$ cat src/rtl/alu_add_seq.sv
// Multi-cycle adder: one SLICE-bit adder slice reused LSB first, carry held in a register between slices.
// Optional macro ALU_ADD_SEQ_SUB_EN adds a 'sub' input (X - Y computed as X + ~Y + 1).
module alu_add_seq #(
  parameter int WIDTH = 16,
  parameter int SLICE = 4
) (
  input  logic             clk,
  input  logic             rst,
  input  logic             start,
  input  logic [WIDTH-1:0] X,
  input  logic [WIDTH-1:0] Y,
`ifdef ALU_ADD_SEQ_SUB_EN
  input  logic             sub,
`endif
  output logic             busy,
  output logic             done,
  output logic [WIDTH-1:0] Z,
  output logic             Sign,
  output logic             Zero,
  output logic             Carry,
  output logic             Parity,
  output logic             Overflow
);

  // state  | meaning
  // S_IDLE | waiting for start
  // S_RUN  | one slice per edge, slice index = cnt
  // S_DONE | result and flags valid, done pulse; start here chains the next op

  localparam int NSTEP = WIDTH / SLICE;
  localparam int CW    = (NSTEP > 1) ? $clog2(NSTEP) : 1;

  typedef enum logic [1:0] {S_IDLE, S_RUN, S_DONE} state_t;

  state_t            state, state_nx;
  logic [CW-1:0]     cnt;
  logic              carry_r;
  logic [WIDTH-1:0]  xr, yr;
  logic [WIDTH-1:0]  y_eff;
  logic [WIDTH-1:0]  z_new;
  logic [SLICE-1:0]  xs, ys;
  logic [SLICE:0]    sum;
  logic              cin0;
  logic              capture, step, last;

`ifdef ALU_ADD_SEQ_SUB_EN
  logic sub_r;

  always_comb begin
    cin0  = sub;
    y_eff = sub_r ? ~yr : yr;
  end
`else
  always_comb begin
    cin0  = 1'b0;
    y_eff = yr;
  end
`endif

  // Slice adder; z_new is Z with the current slice replaced, used for the final flags.
  always_comb begin
    xs    = xr[int'(cnt)*SLICE +: SLICE];
    ys    = y_eff[int'(cnt)*SLICE +: SLICE];
    sum   = {1'b0, xs} + {1'b0, ys} + {{SLICE{1'b0}}, carry_r};
    z_new = Z;
    z_new[int'(cnt)*SLICE +: SLICE] = sum[SLICE-1:0];
  end

  always_ff @(posedge clk) begin
    if (rst) state <= S_IDLE;
    else     state <= state_nx;
  end

  always_comb begin
    state_nx = state;
    case (state)
      S_IDLE:  if (start) state_nx = S_RUN;
      S_RUN:   if (last)  state_nx = S_DONE;
      S_DONE:  state_nx = start ? S_RUN : S_IDLE;
      default: state_nx = S_IDLE;
    endcase
  end

  always_comb begin
    capture = 1'b0;
    step    = 1'b0;
    last    = 1'b0;
    busy    = 1'b0;
    done    = 1'b0;
    case (state)
      S_IDLE: capture = start;
      S_RUN: begin
        busy = 1'b1;
        step = 1'b1;
        last = (cnt == CW'(NSTEP - 1));
      end
      S_DONE: begin
        done    = 1'b1;
        capture = start;
      end
      default: ;
    endcase
  end

  always_ff @(posedge clk) begin
    if (rst) begin
      cnt      <= '0;
      carry_r  <= 1'b0;
      xr       <= '0;
      yr       <= '0;
`ifdef ALU_ADD_SEQ_SUB_EN
      sub_r    <= 1'b0;
`endif
      Z        <= '0;
      Sign     <= 1'b0;
      Zero     <= 1'b0;
      Carry    <= 1'b0;
      Parity   <= 1'b0;
      Overflow <= 1'b0;
    end else if (capture) begin
      xr      <= X;
      yr      <= Y;
      cnt     <= '0;
      carry_r <= cin0;
`ifdef ALU_ADD_SEQ_SUB_EN
      sub_r   <= sub;
`endif
    end else if (step) begin
      Z       <= z_new;
      carry_r <= sum[SLICE];
      cnt     <= cnt + CW'(1);
      // Flags only change on the final slice so they hold through RUN.
      if (last) begin
        Carry    <= sum[SLICE];
        Sign     <= z_new[WIDTH-1];
        Zero     <= (z_new == '0);
        Parity   <= ~^z_new;
        Overflow <= (xr[WIDTH-1] & y_eff[WIDTH-1] & ~z_new[WIDTH-1]) |
                    (~xr[WIDTH-1] & ~y_eff[WIDTH-1] & z_new[WIDTH-1]);
      end
    end
  end

endmodule

$ cat config.mk
export PLATFORM = sky130hd
export DESIGN_NAME = alu_add_seq
export DESIGN_NICKNAME = d
export VERILOG_FILES = /design/src/rtl/alu_add_seq.sv
export SDC_FILE = /design/constraint.sdc
export NUM_CORES = 1
export LEC_CHECK = 0
export BUFFER_PORTS_ARGS = -buffer_cell sky130_fd_sc_hd__buf_2
export CORE_ASPECT_RATIO = 1.1
export CORE_UTILIZATION = 49
export CTS_CLUSTER_DIAMETER = 120
export DETAILED_ROUTE_END_ITERATION = 12
export PLACE_DENSITY_LB_ADDON = 0.08
export SLEW_MARGIN = 20
export SYNTH_ARGS = -nofsm -noshare
export SYNTH_HDL_FRONTEND = slang
export SYNTH_SLANG_ARGS = --single-unit
export TNS_END_PERCENT = 5
$ cat constraint.sdc
create_clock -name clk -period 3.9 [get_ports clk]
set_input_delay 0.585 -clock clk [delete_from_list [all_inputs] [get_ports clk]]
set_output_delay 0.585 -clock clk [all_outputs]
set_load 0.02 [all_outputs]
==> results of run 1 <==
## path summary, 6_finish.rpt
path                            end  slack (ns)  cells after the start
max reg2reg     Parity$_SDFFE_PP0P_        0.23                     12
max             Parity$_SDFFE_PP0P_        0.23                     12
min          y_eff[14]$_SDFFE_PP0P_        0.45                      2
min reg2reg  y_eff[14]$_SDFFE_PP0P_        0.45                      2
## synth_stat cells (2+ instances only)
cell	instances	share of area (%)
sky130_fd_sc_hd__nand2_1	69	9.2
sky130_fd_sc_hd__dfxtp_1	58	41
sky130_fd_sc_hd__a21oi_1	39	6.9
sky130_fd_sc_hd__nor2_1	25	3.3
sky130_fd_sc_hd__a211oi_1	16	4.3
sky130_fd_sc_hd__clkbuf_1	16	2.1
sky130_fd_sc_hd__ha_1	16	7.1
sky130_fd_sc_hd__a22oi_1	11	2.9
sky130_fd_sc_hd__inv_1	11	1.5
sky130_fd_sc_hd__mux4_2	8	6.4
sky130_fd_sc_hd__nor2b_1	8	1.8
sky130_fd_sc_hd__xnor2_1	8	2.5
sky130_fd_sc_hd__a32oi_1	4	1.2
sky130_fd_sc_hd__buf_1	4	0.53
sky130_fd_sc_hd__nor3_1	4	0.71
sky130_fd_sc_hd__a21o_1	3	0.80
sky130_fd_sc_hd__fa_1	2	1.4
sky130_fd_sc_hd__nand2b_1	2	0.44
sky130_fd_sc_hd__nand3_1	2	0.36
## registers in the layout (all words and copies together) (netlist names)
name      flops
Overflow      1
y_eff        16
Parity        1
cnt           2
state         2
Z            16
Zero          1
xr           16
carry_r       1
Sign          1
Carry         1
## cell usage in the layout (no fill, tap or decap), types with 2 or more instances in the layout
| master | n |
|---|---|
| sky130_fd_sc_hd__nor2_1 | 25 |
| sky130_fd_sc_hd__nand2_1 | 69 |
| sky130_fd_sc_hd__fa_1 | 2 |
| sky130_fd_sc_hd__nand3_1 | 2 |
| sky130_fd_sc_hd__inv_1 | 11 |
| sky130_fd_sc_hd__nor2b_2 | 2 |
| sky130_fd_sc_hd__buf_2 | 57 |
| sky130_fd_sc_hd__clkbuf_8 | 10 |
| sky130_fd_sc_hd__xnor2_1 | 8 |
| sky130_fd_sc_hd__dfxtp_1 | 58 |
| sky130_fd_sc_hd__mux4_2 | 8 |
| sky130_fd_sc_hd__nor2b_1 | 6 |
| sky130_fd_sc_hd__clkinv_2 | 2 |
| sky130_fd_sc_hd__a22oi_1 | 11 |
| sky130_fd_sc_hd__a21o_1 | 3 |
| sky130_fd_sc_hd__buf_4 | 9 |
| sky130_fd_sc_hd__a32oi_1 | 4 |
| sky130_fd_sc_hd__a21oi_1 | 39 |
| sky130_fd_sc_hd__nor3_1 | 4 |
| sky130_fd_sc_hd__clkbuf_1 | 2 |
| sky130_fd_sc_hd__a211oi_1 | 16 |
| sky130_fd_sc_hd__ha_1 | 16 |
## through the flow
step	power (mW)	instances	hold slack, ns	area (um2)
after floorplan	0.894	320	0.433	2820
after global placement	0.978	440	0.442	3190
after detailed placement	0.981	440	0.448	3190
after CTS	1.51	455	0.456	3380
after global routing	1.58	455	0.477	3380
final	1.50	455	0.449	3380
## area by class of cell
type	instances	area [um2]	area share, %
clock buffers	12	145	4.30
well taps	75	93.8	2.78
clock inverters	3	40.0	1.19
flip-flops and latches	58	1160	34.4
repair buffers	66	353	10.4
multi-input cells	230	1540	45.7
inverters	11	41.3	1.22
## kinds of logic (layout without fill, tap and decap cells)
group / count (synthesis) / in the layout / synth area share (%)
mux: 8 / 8 / 6.39
simple gates: 117 / 117 / 18.0
compound gates: 77 / 77 / 18.0
buf+inv: 32 / 92 / 4.31
xor+xnor: 10 / 10 / 3.60
flops: 58 / 58 / 41.2
fa+ha+maj: 18 / 18 / 8.53
## worst min-delay path: cells and delay by family, from the launching register on
kind / cells / cell delay (ns)
AND/OR/NAND/NOR: 1 / 0.05
flip-flops: 1 / 0.30
AO/OA/AOI/OAI: 1 / 0.05
## power breakdown
| group | internal [mW] | switching [mW] | total, mW |
|---|---|---|---|
| Clock | 0.307 | 0.228 | 0.535 |
| Combinational | 0.145 | 0.171 | 0.316 |
| Sequential | 0.628 | 0.0247 | 0.653 |
| Total | 1.08 | 0.423 | 1.50 |
## routing by layer
layer  share of wire [%]  up-vias  global-route usage (%)
met5                   0        -                       0
met4                 2.6        0                    13.0
met3                 3.6       15                    4.79
met2                  51       61                    41.4
met1                  43     1107                    25.8
li1                    -     1220                       -
==> results.txt, run 1 <==
The flow ran to the end, and the final reports show no timing, DRC or antenna violations. The ratio of total power to cell area came out at 445 mW/mm2. Summed over all failing endpoints, the final setup total negative slack is 0 ns. The required time at the worst-slack endpoint came out at 4.14 ns. The most common flop cell mapped by yosys is sky130_fd_sc_hd__dfxtp_1.

The cell type of the slowest stage on the worst timing path is sky130_fd_sc_hd__mux4_2. The path category of the worst min-delay check is flip-flop to flip-flop. The maximum number of pins on one net before global-route repair is 59. The worst slack after detailed placement is about 0.23 ns.

The number of instances resized during post-cts repair is 0. The fraction of layout cells with a size suffix above 1 is 24.7%. STA classifies the critical path endpoint as a flip-flop.

The detailed-route via count is roughly 2,400. The worst setup skew after layout is 0.00390 ns. The synthesized instance count is 320.

The vertical die dimension came out at between 80 and 90 um. The final estimated routing congestion in global placement came out at around 0.91. The per-cell routed wire length is roughly 14 um. Setup repair after global routing left no endpoint under its margin. The number of buffers inserted for hold repair after clock tree synthesis is 0. The proportion of synthesized flip-flops having asynchronous set or reset is 0%. The first global-routing pass estimated just over 10 mm of wire. The standby leakage power came out at about 1.4 nW. The final critical delay including setup and external delays is between 3 and 4 ns. The remaining antenna violation count is 0. The wire length reported by the detailed router is ~6.5 mm. TritonCTS built the clock tree.

The via count of the first global-routing pass is 2,210. The sequential share of the synthesized area is between 40% and 50%. The clock tree buffer depth came out at 2.

The number of buffers added on ports is between 50 and 60. The number of violations reported at the end of detailed-routing iteration 0 is ~120. The number of fill cells came out at around 520. The initial core utilization came out at between 50% and 60%. The worst setup path is launched from a flip-flop. At the later pin of the worst-skew pair, clock insertion delay measures between 0.3 and 0.4 ns. The worst register-to-register path begins at cnt[0]$_SDFFE_PP0P_. The final core utilization came out at between 60% and 70%. The number of warning messages in the yosys log came out at 0. The number of buffers inserted to repair setup after CTS came out at 0. The CTS sink count came out at 58.

The layout overhead on the synthesized area is 19.8%. The transition time at the pin with the least slew margin came out at roughly 1.1 ns. Once routing completed, OpenROAD measured the worst setup slack at between 0.2 and 0.25 ns. In this run the clock root is driven by a sky130_fd_sc_hd__clkbuf_8.

The relative max-transition margin came out at roughly 30%. The count of unique library cells instantiated by Yosys came out at 33. The final HPWL from detailed placement came out at between 4 and 5 mm.

The aggregate global routing overflow is 0. The total number of H-tree levels is 3. The synthesized flop and latch total is between 50 and 60. The synthesized area per cell is between 8 and 9 um2.

Counting stages on the worst path, the most repeated cell is sky130_fd_sc_hd__xnor2_1. The most critical setup path has its startpoint at cnt[0]$_SDFFE_PP0P_. After detailed routing, the number of vias per cell comes to between 5 and 6. The delay of the slowest cell on the worst path came out at about 0.55 ns. The number of synthesized flops with an enable pin is 0. For this run, the post-layout net count is 429. The row count is 28. The number of antenna repair diodes came out at 0. After detailed routing, the number of remaining DRC violations is 0. The critical path goes through mux4_2, fa_1, inv_1, fa_1, inv_1, a22oi_1, ha_1, xnor2_1, xnor2_1, xnor3_1, xnor2_1, a211oi_1. Among cell families on the critical path, the largest total delay comes from adder cells. The period utilization is between 90 and 100%. In this run the count of I/O pins placed on the die edge is 58.

The CTS buffer count is 9. The number of optimization iterations in the first detailed-route pass is 4. The class of the most critical setup path is flip-flop to flip-flop. The number of setup violations in the final report came out at 0. Measured along the x axis, the die boundary spans about 74 um. The final hold violation count is 0. The number of max-capacitance violations reported is 0. The number of pins exceeding their max-slew limit in the final report came out at 0.

The worst hold path begins at y_eff[14]$_SDFFE_PP0P_. The buffers plus inverters on the worst setup path came out at 2. The initial antenna violation count came to 0. The clock transition at the register clock pins on the worst setup and hold paths after CTS is 0.06 ns.

The worst-case vdd ir drop is about 0.25 mV. The floorplan step defined a core boundary enclosing around 0.0055 mm2. The global-route total usage across every layer is 23.3%. The arrival time reported for the critical path endpoint came out at 3.91 ns. Derived from the worst setup path, the maximum achievable clock frequency is 273 MHz. The number of nets handed over by synthesis was 373.

The die covers between 0.006 and 0.007 mm2. Along the worst path, the maximum fanout reaches 5. The total standard cell area after synthesis came out at 0.00282 mm2.
No activity file was read; power rests on OpenSTA's default activity.
==> inputs of run 2 (changes only) <==
--- a/config.mk
+++ b/config.mk
@@ -5,9 +5,10 @@
 export SDC_FILE = /design/constraint.sdc
 export NUM_CORES = 1
 export LEC_CHECK = 0
+export ABC_AREA = 1
 export BUFFER_PORTS_ARGS = -buffer_cell sky130_fd_sc_hd__buf_2
 export CORE_ASPECT_RATIO = 1.1
-export CORE_UTILIZATION = 49
+export CORE_UTILIZATION = 50
 export CTS_CLUSTER_DIAMETER = 120
 export DETAILED_ROUTE_END_ITERATION = 12
 export PLACE_DENSITY_LB_ADDON = 0.08
==> run 2 against run 1 <==
Compared with the run above: via count up 17%; critical path depth up 8; clock power up 3.7%; clock skew up 0.0039 ns; routed wire length up 8.1%; combinational power up 15%; total power up 4.6%; fmax up 1.8%; non-clock buffer count down 3; critical endpoint unchanged.
==> results.txt, run 2 <==
The flow ran to the end, and the final reports show no timing, DRC or antenna violations. After the first detailed-routing iteration, the DRC count stood at roughly 180. The post-synthesis simple-gate area fraction is 23.0%. The layout has 556 filler cells. The cell count of the worst hold path came out at 2.

The ratio of total power to cell area came out at 441 mW/mm2. The vertical die dimension is between 80 and 90 um. The library cell with the largest summed area after synthesis is sky130_fd_sc_hd__dfxtp_1. The proportion of synthesized flip-flops having asynchronous set or reset came out at 0%. The layout overhead on the synthesized area is 17.4%.

The number of antenna repair diodes is 0. After clock tree synthesis, the flow added hold-fix buffers numbering 0. The maximum fanout encountered on the critical timing path is 11. The synthesized area per cell is roughly 7.2 um2. The critical path runs through a total of 20 cells.

The initialized floorplan defines 29 standard-cell rows. The routed layout has roughly 2,800 vias. The CTS buffer count is 9. The H-tree generated during clock tree synthesis spans 3 levels. Internal power comes to around 1.1 mW. The core box area came out at slightly below 0.006 mm2. Excluding fillers, the count of instances in the completed layout stands at around 560. The most common flop cell mapped by yosys is sky130_fd_sc_hd__dfxtp_1. IR analysis of the VDD net gives a maximum drop of roughly 0.26 mV. The analysis attributes to net switching a power of between 400 and 500 uW. In the post-synthesis netlist, the biggest area contributors are sky130_fd_sc_hd__dfxtp_1 (38%), sky130_fd_sc_hd__nor2_1 (12%), sky130_fd_sc_hd__o21ai_0 (8.4%). The first-pass GRT wire length came out at ~12 mm.

For this run, the total global-route usage over all layers was measured as 23.3%. For the pin with the worst max-slew slack, the measured transition is a little over 0.9 ns. In this run the critical register-to-register path is launched from cnt[0]$_SDFFE_PP0P_. After synthesis, the largest family of logic cells by area is simple AND/OR/NAND/NOR gates.

The worst setup skew after layout came out at slightly below 0.008 ns. The critical path is of the flip-flop to flip-flop type. Yosys instantiated no cell more often than sky130_fd_sc_hd__nor2_1. On the critical path, the stage with the largest delay is an instance of sky130_fd_sc_hd__fa_1.

Setup violations remaining at the end of the flow were counted as 0. From left edge to right edge, the die measures between 70 and 80 um. Setup repair after global routing left no endpoint under its margin. In the final timing run, aggregate negative setup slack is 0 ns. The period utilization is between 90% and 100%. The total instance count after detailed placement came out at 541. For the worst setup path, the data arrival time is 3.84 ns. The maximum number of pins on one net before global-route repair came out at 40. The required time at the worst-slack endpoint is between 4 and 5 ns. The clock drives 58 sinks. Summed over all layers, the routed wires come to roughly 7 mm. The worst setup path is captured at a flip-flop. The clock network power share is 35.3%. The synthesized-area fraction occupied by xor and xnor cells is roughly 1.4%. The number of optimization iterations in the first detailed-route pass came out at 4. The clock tree buffer depth is 2. The clock insertion delay at the later pin of the skew report came out at 0.35 ns. The reg-to-reg setup timing slack is roughly 0.30 ns. The worst hold path terminates at Z[7]$_SDFFE_PP0P_. The total standard cell area after synthesis came out at 0.00303 mm2. Combinational logic is responsible for ~23% of the overall power. The fraction of layout cells with a size suffix above 1 came out at 20.0%. In this run the critical register-to-register path is captured at Parity$_SDFFE_PP0P_. The number of I/O pins came out at 58.

The relative max-transition margin came out at between 30% and 40%. The synthesized-area fraction occupied by ao, oa, aoi and oai cells came out at about a fifth. TritonCTS built the clock tree.

The number of max-capacitance violations reported came out at 0. The number of pins exceeding their max-slew limit in the final report came out at 0. The fraction of post-synthesis cell area in the top cell type by area came out at 38.3%.

In the layout the commonest cells are sky130_fd_sc_hd__nor2_1 (98), sky130_fd_sc_hd__dfxtp_1 (57), sky130_fd_sc_hd__buf_2 (57). Synthesis inferred 58 register bits. STA classifies the critical path startpoint as a flip-flop. The number of instances resized during post-cts repair came out at 0.

The synthesized instance count is approximately 420. The sequential share of the synthesized area came out at a little under two fifths. The worst path needs 3.60 ns of the cycle, external delays included. The critical path contains buffers and inverters numbering 4 combined.

The number of nets in the synthesized netlist is between 400 and 500. The initial core utilization came out at between 50% and 60%. The worst hold path begins at Z[7]$_SDFFE_PP0P_. The number of buffers inserted to repair setup after CTS is 0. Measured in cells, the most critical reg-to-reg path has a length of 20.

Walking the worst path, the cells encountered are buf_4, o21ai_0, o22ai_1, fa_1, inv_1, fa_1, nor2_1, nand2_1, o22ai_1, inv_1, ha_1, xor2_1, xnor2_1, inv_1, nand2_1, nand2_1, nand3_1, nand2_1, nor2_1, nor2_1. The power consumption came out at between 1.5 and 2 mW. The remaining antenna violation count came out at 0. The fmax is 278 MHz. The number of warning messages in the yosys log is 0. In the final routed layout, each cell accounts on average for around 13 um.

The final hold violation count was 0. The mux share of post-synthesis cell area is 0%. The final HPWL from detailed placement came out at ~4.9 mm. The area after detailed placement came out at 0.00337 mm2. The via count of the first global-routing pass came out at 2,679.

In this design, the largest share of critical-path delay is due to adder cells. The aggregate global routing overflow came out at 0. Clock tree synthesis selected as its root buffer the cell sky130_fd_sc_hd__clkbuf_8. The count of unique library cells instantiated by Yosys is 35. The number of synthesized flops with an enable pin is 0. The standby leakage power is between 1.5 and 2 nW. The delay of the slowest cell on the worst path is ~0.43 ns. The final estimated routing congestion in global placement is between 0.8 and 0.9. The number of buffers added on ports came out at 57. Net switching is about a third of the power. The final design instance area without fill is about 0.0036 mm2. The full die area came out at 0.00638 mm2.

The most frequent cell on the critical path is sky130_fd_sc_hd__nand2_1. The path category of the worst min-delay check is flip-flop to flip-flop. The clock transition at the register clock pins on the worst setup and hold paths after CTS came out at 0.07 ns. The sequential group share of total power is 41.5%.

By count the netlist is led by sky130_fd_sc_hd__nor2_1 (98), sky130_fd_sc_hd__dfxtp_1 (58), sky130_fd_sc_hd__o21ai_0 (51), sky130_fd_sc_hd__nand2_1 (47), sky130_fd_sc_hd__inv_1 (46). The net count of the finished layout is 528. The adder-cell share of the synthesized area came out at around 7.9%. The initial antenna violation count is 0. Leaving out fill and tap cells, the most frequent cell in the layout is sky130_fd_sc_hd__nor2_1.

In the routed layout, each cell is associated on average with a via count of 5.04. The number of remaining DRC errors came out at 0.
## run 2: changes by cell type in the layout (fill, tap and decap cells not counted), moves of 15 or more
cell | before | now
sky130_fd_sc_hd__a21oi_1 | 39 | 17
sky130_fd_sc_hd__nor2_1 | 25 | 98
sky130_fd_sc_hd__a211oi_1 | 16 | 1
sky130_fd_sc_hd__inv_1 | 11 | 46
sky130_fd_sc_hd__nand2_1 | 69 | 47
sky130_fd_sc_hd__o21ai_0 | 0 | 51
## run 2: power by group through the flow
stage / clock network, mW / logic (mW) / registers (mW)
2_1_floorplan: 0 / 0.268 / 0.666
3_3_place_gp: 0 / 0.357 / 0.664
3_5_place_dp: 0 / 0.361 / 0.665
4_1_cts: 0.559 / 0.366 / 0.652
5_1_grt: 0.587 / 0.413 / 0.656
6_report: 0.555 / 0.364 / 0.652
## run 2: worst max-delay path by stage
stage / start / endpoint / slack, ns
finish: cnt[0]$_SDFFE_PP0P_ / Parity$_SDFFE_PP0P_ / 0.30
global route: cnt[1]$_SDFFE_PP0P_ / Parity$_SDFFE_PP0P_ / 0.02
CTS: cnt[0]$_SDFFE_PP0P_ / Parity$_SDFFE_PP0P_ / 0.26
detailed placement: cnt[0]$_SDFFE_PP0P_ / Parity$_SDFFE_PP0P_ / 0.34
global placement: cnt[0]$_SDFFE_PP0P_ / Parity$_SDFFE_PP0P_ / 0.45
floorplan: cnt[0]$_SDFFE_PP0P_ / Parity$_SDFFE_PP0P_ / 0.44
## run 2: cell families (layout without fill, tap and decap cells)
group / Yosys count / in the layout
adder cells (fa/ha/maj): 18 / 18
AO/OA/AOI/OAI: 103 / 103
AND/OR/NAND/NOR: 166 / 166
buffers and inverters: 71 / 130
XOR/XNOR: 5 / 5
flip-flops: 58 / 58
## run 2: metrics by stage
stage | util (%) | hold WS [ns] | setup slack [ns]
after floorplan | - | 0.450 | 0.439
final | 61.4 | 0.482 | 0.301
after CTS | 61.4 | 0.485 | 0.262
after global placement | 58.0 | 0.466 | 0.453
after detailed placement | 58.0 | 0.472 | 0.342
after global routing | 61.4 | 0.507 | 0.0232
## run 2: worst register-to-register path: stages (launching register included)
cell and delay, ns:
sky130_fd_sc_hd__dfxtp_2 0.37, sky130_fd_sc_hd__buf_4 0.18, sky130_fd_sc_hd__o21ai_0 0.26, sky130_fd_sc_hd__o22ai_1 0.15, sky130_fd_sc_hd__fa_1 0.41, sky130_fd_sc_hd__inv_1 0.09, sky130_fd_sc_hd__fa_1 0.43, sky130_fd_sc_hd__nor2_1 0.15
sky130_fd_sc_hd__nand2_1 0.09, sky130_fd_sc_hd__o22ai_1 0.17, sky130_fd_sc_hd__inv_1 0.07, sky130_fd_sc_hd__ha_1 0.29, sky130_fd_sc_hd__xor2_1 0.15, sky130_fd_sc_hd__xnor2_1 0.20, sky130_fd_sc_hd__inv_1 0.06, sky130_fd_sc_hd__nand2_1 0.07
sky130_fd_sc_hd__nand2_1 0.08, sky130_fd_sc_hd__nand3_1 0.09, sky130_fd_sc_hd__nand2_1 0.05, sky130_fd_sc_hd__nor2_1 0.10, sky130_fd_sc_hd__nor2_1 0.05
## run 2: final cells by class
cell class / instances / area (um2) / area share, %
clock buffers: 11 / 141 / 3.97
clock inverters: 5 / 53.8 / 1.51
inverters: 51 / 191 / 5.37
multi-input cells: 292 / 1590 / 44.6
flip-flops and latches: 58 / 1160 / 32.6
well taps: 77 / 96.3 / 2.70
repair buffers: 63 / 330 / 9.27
## run 2: per-layer routing
metal	GRT usage [%]	wire (um)
met4	11.5	149
met3	4.15	244
met2	41.3	3520
met1	26.7	3100
met5	0	0
==> inputs of run 3 (changes only) <==
--- a/config.mk
+++ b/config.mk
@@ -12,6 +12,7 @@
 export CTS_CLUSTER_DIAMETER = 120
 export DETAILED_ROUTE_END_ITERATION = 12
 export PLACE_DENSITY_LB_ADDON = 0.08
+export RECOVER_POWER = 100
 export SLEW_MARGIN = 20
 export SYNTH_ARGS = -nofsm -noshare
 export SYNTH_HDL_FRONTEND = slang
==> run 3 against run 2 <==
Compared with the run above: non-clock buffer count did not move; core utilization down 0.93 points; critical path depth is the same; final area fell by 1.5%; hold slack improved by 0.0021 ns; global-route usage did not move; largest cell class unchanged.
==> results.txt, run 3 (synthesis results as in run 2) <==
The fraction of layout cells with a size suffix above 1 came out at 14.4%. The ratio of total power to cell area is between 400 and 500 mW/mm2. The delay of the slowest cell on the worst path came out at approximately 0.43 ns. For this design, the CTS-stage hold fixing added 0 buffers. The hold path startpoint is Z[7]$_SDFFE_PP0P_.

Combinational logic is responsible for between 20% and 30% of the overall power. The aggregate global routing overflow is 0. Entering global routing, the biggest net connects 40 pins.

The detailed-route via count is ~2,800. The worst register-to-register path ends at Parity$_SDFFE_PP0P_. The initial antenna violation count came out at 0. The buffers plus inverters on the worst setup path came out at 4.

STA classifies the critical path endpoint as a flip-flop. The final critical delay including setup and external delays came out at around 3.6 ns. The number of max-capacitance violations reported came out at 0. The standby leakage power is roughly 1.6 nW. The commonest non-fill, non-tap cell in the layout is sky130_fd_sc_hd__nor2_1.

The number of buffers added on ports came out at 57. The top cell family by delay on the critical path is adder cells. For this design, the slowest cell found on the critical path is sky130_fd_sc_hd__fa_1.

The worst setup skew after layout came out at 0.00857 ns. The cell count of the worst hold path is 2. The core box area came out at 0.00581 mm2. The final layout contains routed wiring with a total length of ~7 mm. The number of fill cells is around 570. The depth of the most critical reg-to-reg path came out at 20. The setup TNS is 0 ns. The number of buffers inserted to repair setup after CTS is 0.

The sequential group share of total power came out at 41.8%. The worst-case vdd ir drop came out at ~0.26 mV. In the layout the commonest cells are sky130_fd_sc_hd__nor2_1 (99), sky130_fd_sc_hd__dfxtp_1 (57), sky130_fd_sc_hd__o21ai_0 (52). The number of pins exceeding their max-slew limit in the final report came to 0.

The clock tree buffer depth came out at 2. The net count reported at finish came out at roughly 530. The most frequent cell on the critical path is sky130_fd_sc_hd__nand2_1.

For the worst setup path, the data required time is ~4.1 ns. Timing would allow up to between 200 and 300 MHz. The first TritonRoute pass finished after 4 iterations. The critical path is of the flip-flop to flip-flop type. The final hold violation count is 0. The area after detailed placement is approximately 0.0034 mm2. The clock insertion delay at the later pin of the skew report is roughly 0.34 ns.

The row count is 29. The maximum fanout encountered on the critical timing path is 11. With fillers left out, the area of the finished cells amounts to 0.00351 mm2.

The repair_antennas step left the layout with diodes totalling 0. The clock network accounts for a little over a third of the total power. The number of instances resized during post-cts repair is 0. The total number of H-tree levels came out at 3. The first-pass GRT wire length came out at 11.9 mm.

The path category of the worst min-delay check is flip-flop to flip-flop. Summed over all nets, the half-perimeter wirelength after detailed placement is slightly below 5 mm. The run finished with clean final reports. The number of I/O pins came out at 58. The switching share of total power came out at a little under a third. Measured along the x axis, the die boundary spans between 70 and 80 um. The cell at the root of the clock tree is sky130_fd_sc_hd__clkbuf_8.

The internal power contribution is 1.07 mW. Setup violations remaining at the end of the flow were counted as 0. The critical path goes through buf_4, o21ai_0, o22ai_1, fa_1, inv_1, fa_1, nor2_1, nand2_1, o22ai_1, inv_1, ha_1, xor2_1, xnor2_1, inv_1, nand2_1, nand2_1, nand3_1, nand2_1, nor2_1, nor2_1. The remaining antenna violation count is 0. The clock transition at the register clock pins on the worst setup and hold paths after CTS came out at approximately 0.070 ns. The origin of the critical flop-to-flop path is cnt[0]$_SDFFE_PP0P_. For hold timing, the worst endpoint is Z[7]$_SDFFE_PP0P_. The number of violations reported at the end of detailed-routing iteration 0 is 170. Setup repair after global routing left no endpoint under its margin. The die covers 0.00638 mm2. The reg-to-reg setup timing slack came out at 0.32 ns.

Dividing the final minimum period by the clock period gives around nine tenths. The power dissipated by switching net loads came out at between 400 and 500 uW. The initial core utilization is roughly 52%. For the worst setup path, the data arrival time is around 3.8 ns. The tree built by TritonCTS fans out to 58 sinks. The worst hold margin came out at approximately 0.48 ns.

Dividing the detail-routed via count by the number of cells gives ~5.0. The CTS buffer count came out at 9. The congestion estimate from routability-driven global placement came to 0.899. At the pin with the least slew margin, the transition time is around 1.3 ns. STA classifies the critical path startpoint as a flip-flop. Global routing consumed, over all layers together, a little under a quarter of the routing resources.

The layout overhead on the synthesized area came out at 15.7%. The via count of the first global-routing pass was about 2,700. The relative max-transition margin is ~15%. The per-cell routed wire length came out at ~13 um.

The CTS tree is done. The die is around 84 um tall. The number of remaining DRC errors came out at 0.
## run 3: cell types whose count changed in the layout (fill, tap and decap cells not counted)
cell / delta
sky130_fd_sc_hd__clkbuf_1: +23
sky130_fd_sc_hd__buf_2: -22
sky130_fd_sc_hd__inv_1: +2
sky130_fd_sc_hd__inv_2: -2
sky130_fd_sc_hd__a31oi_1: +1
sky130_fd_sc_hd__a31oi_4: -1
sky130_fd_sc_hd__buf_4: -1
sky130_fd_sc_hd__nor2_1: +1
sky130_fd_sc_hd__nor2_4: -1
sky130_fd_sc_hd__o21ai_0: +1
sky130_fd_sc_hd__o21ai_1: -1
## run 3: how the worst max path moves through the flow
stage | from | to | slack (ns) | depth (start not counted)
6_report | cnt[0]$_SDFFE_PP0P_ | Parity$_SDFFE_PP0P_ | 0.32 | 20
5_1_grt | cnt[1]$_SDFFE_PP0P_ | Parity$_SDFFE_PP0P_ | 0.03 | 21
4_1_cts | cnt[0]$_SDFFE_PP0P_ | Parity$_SDFFE_PP0P_ | 0.26 | 21
3_5_place_dp | cnt[0]$_SDFFE_PP0P_ | Parity$_SDFFE_PP0P_ | 0.34 | 20
3_3_place_gp | cnt[0]$_SDFFE_PP0P_ | Parity$_SDFFE_PP0P_ | 0.45 | 21
2_1_floorplan | cnt[0]$_SDFFE_PP0P_ | Parity$_SDFFE_PP0P_ | 0.44 | 22
## run 3: power by group through the flow
| stage | logic (mW) | clock network [mW] | registers [mW] |
|---|---|---|---|
| after global placement | 0.357 | 0 | 0.664 |
| after detailed placement | 0.361 | 0 | 0.665 |
| after CTS | 0.366 | 0.559 | 0.652 |
| after floorplan | 0.268 | 0 | 0.666 |
| after global routing | 0.408 | 0.587 | 0.656 |
| final | 0.359 | 0.551 | 0.652 |
## run 3: worst reg2reg max path, stage by stage (launching register included)
cell	delay, ns
sky130_fd_sc_hd__dfxtp_2	0.37
sky130_fd_sc_hd__buf_4	0.18
sky130_fd_sc_hd__o21ai_0	0.25
sky130_fd_sc_hd__o22ai_1	0.14
sky130_fd_sc_hd__fa_1	0.41
sky130_fd_sc_hd__inv_1	0.08
sky130_fd_sc_hd__fa_1	0.43
sky130_fd_sc_hd__nor2_1	0.15
sky130_fd_sc_hd__nand2_1	0.09
sky130_fd_sc_hd__o22ai_1	0.16
sky130_fd_sc_hd__inv_1	0.07
sky130_fd_sc_hd__ha_1	0.29
sky130_fd_sc_hd__xor2_1	0.15
sky130_fd_sc_hd__xnor2_1	0.20
sky130_fd_sc_hd__inv_1	0.06
sky130_fd_sc_hd__nand2_1	0.06
sky130_fd_sc_hd__nand2_1	0.08
sky130_fd_sc_hd__nand3_1	0.09
sky130_fd_sc_hd__nand2_1	0.05
sky130_fd_sc_hd__nor2_1	0.10
sky130_fd_sc_hd__nor2_1	0.05
## run 3: area by class of cell
class | instances | area (um2) | area share [%]
Multi-Input combinational cell | 292 | 1570 | 44.6
Inverter | 51 | 191 | 5.45
Clock buffer | 11 | 141 | 4.03
Sequential cell | 58 | 1160 | 33.1
Tap cell | 77 | 96.3 | 2.75
Clock inverter | 5 | 53.8 | 1.53
Timing Repair Buffer | 63 | 299 | 8.52
## run 3: through the flow
step / setup WS, ns / instances / power [mW] / util, %
after detailed placement: 0.342 / 541 / 1.03 / 58.0
after CTS: 0.262 / 557 / 1.58 / 61.4
after global routing: 0.0280 / 557 / 1.65 / 60.5
after global placement: 0.453 / 541 / 1.02 / 58.0
final: 0.324 / 557 / 1.56 / 60.5
after floorplan: 0.439 / 421 / 0.934 / -
## run 3: layer usage
layer | vias up | routed length (um) | global-route usage [%]
met5 | - | 0 | 0
met4 | 0 | 117 | 11.5
met3 | 11 | 228 | 4.15
met2 | 60 | 3540 | 41.3
met1 | 1264 | 3140 | 26.7
li1 | 1473 | - | -
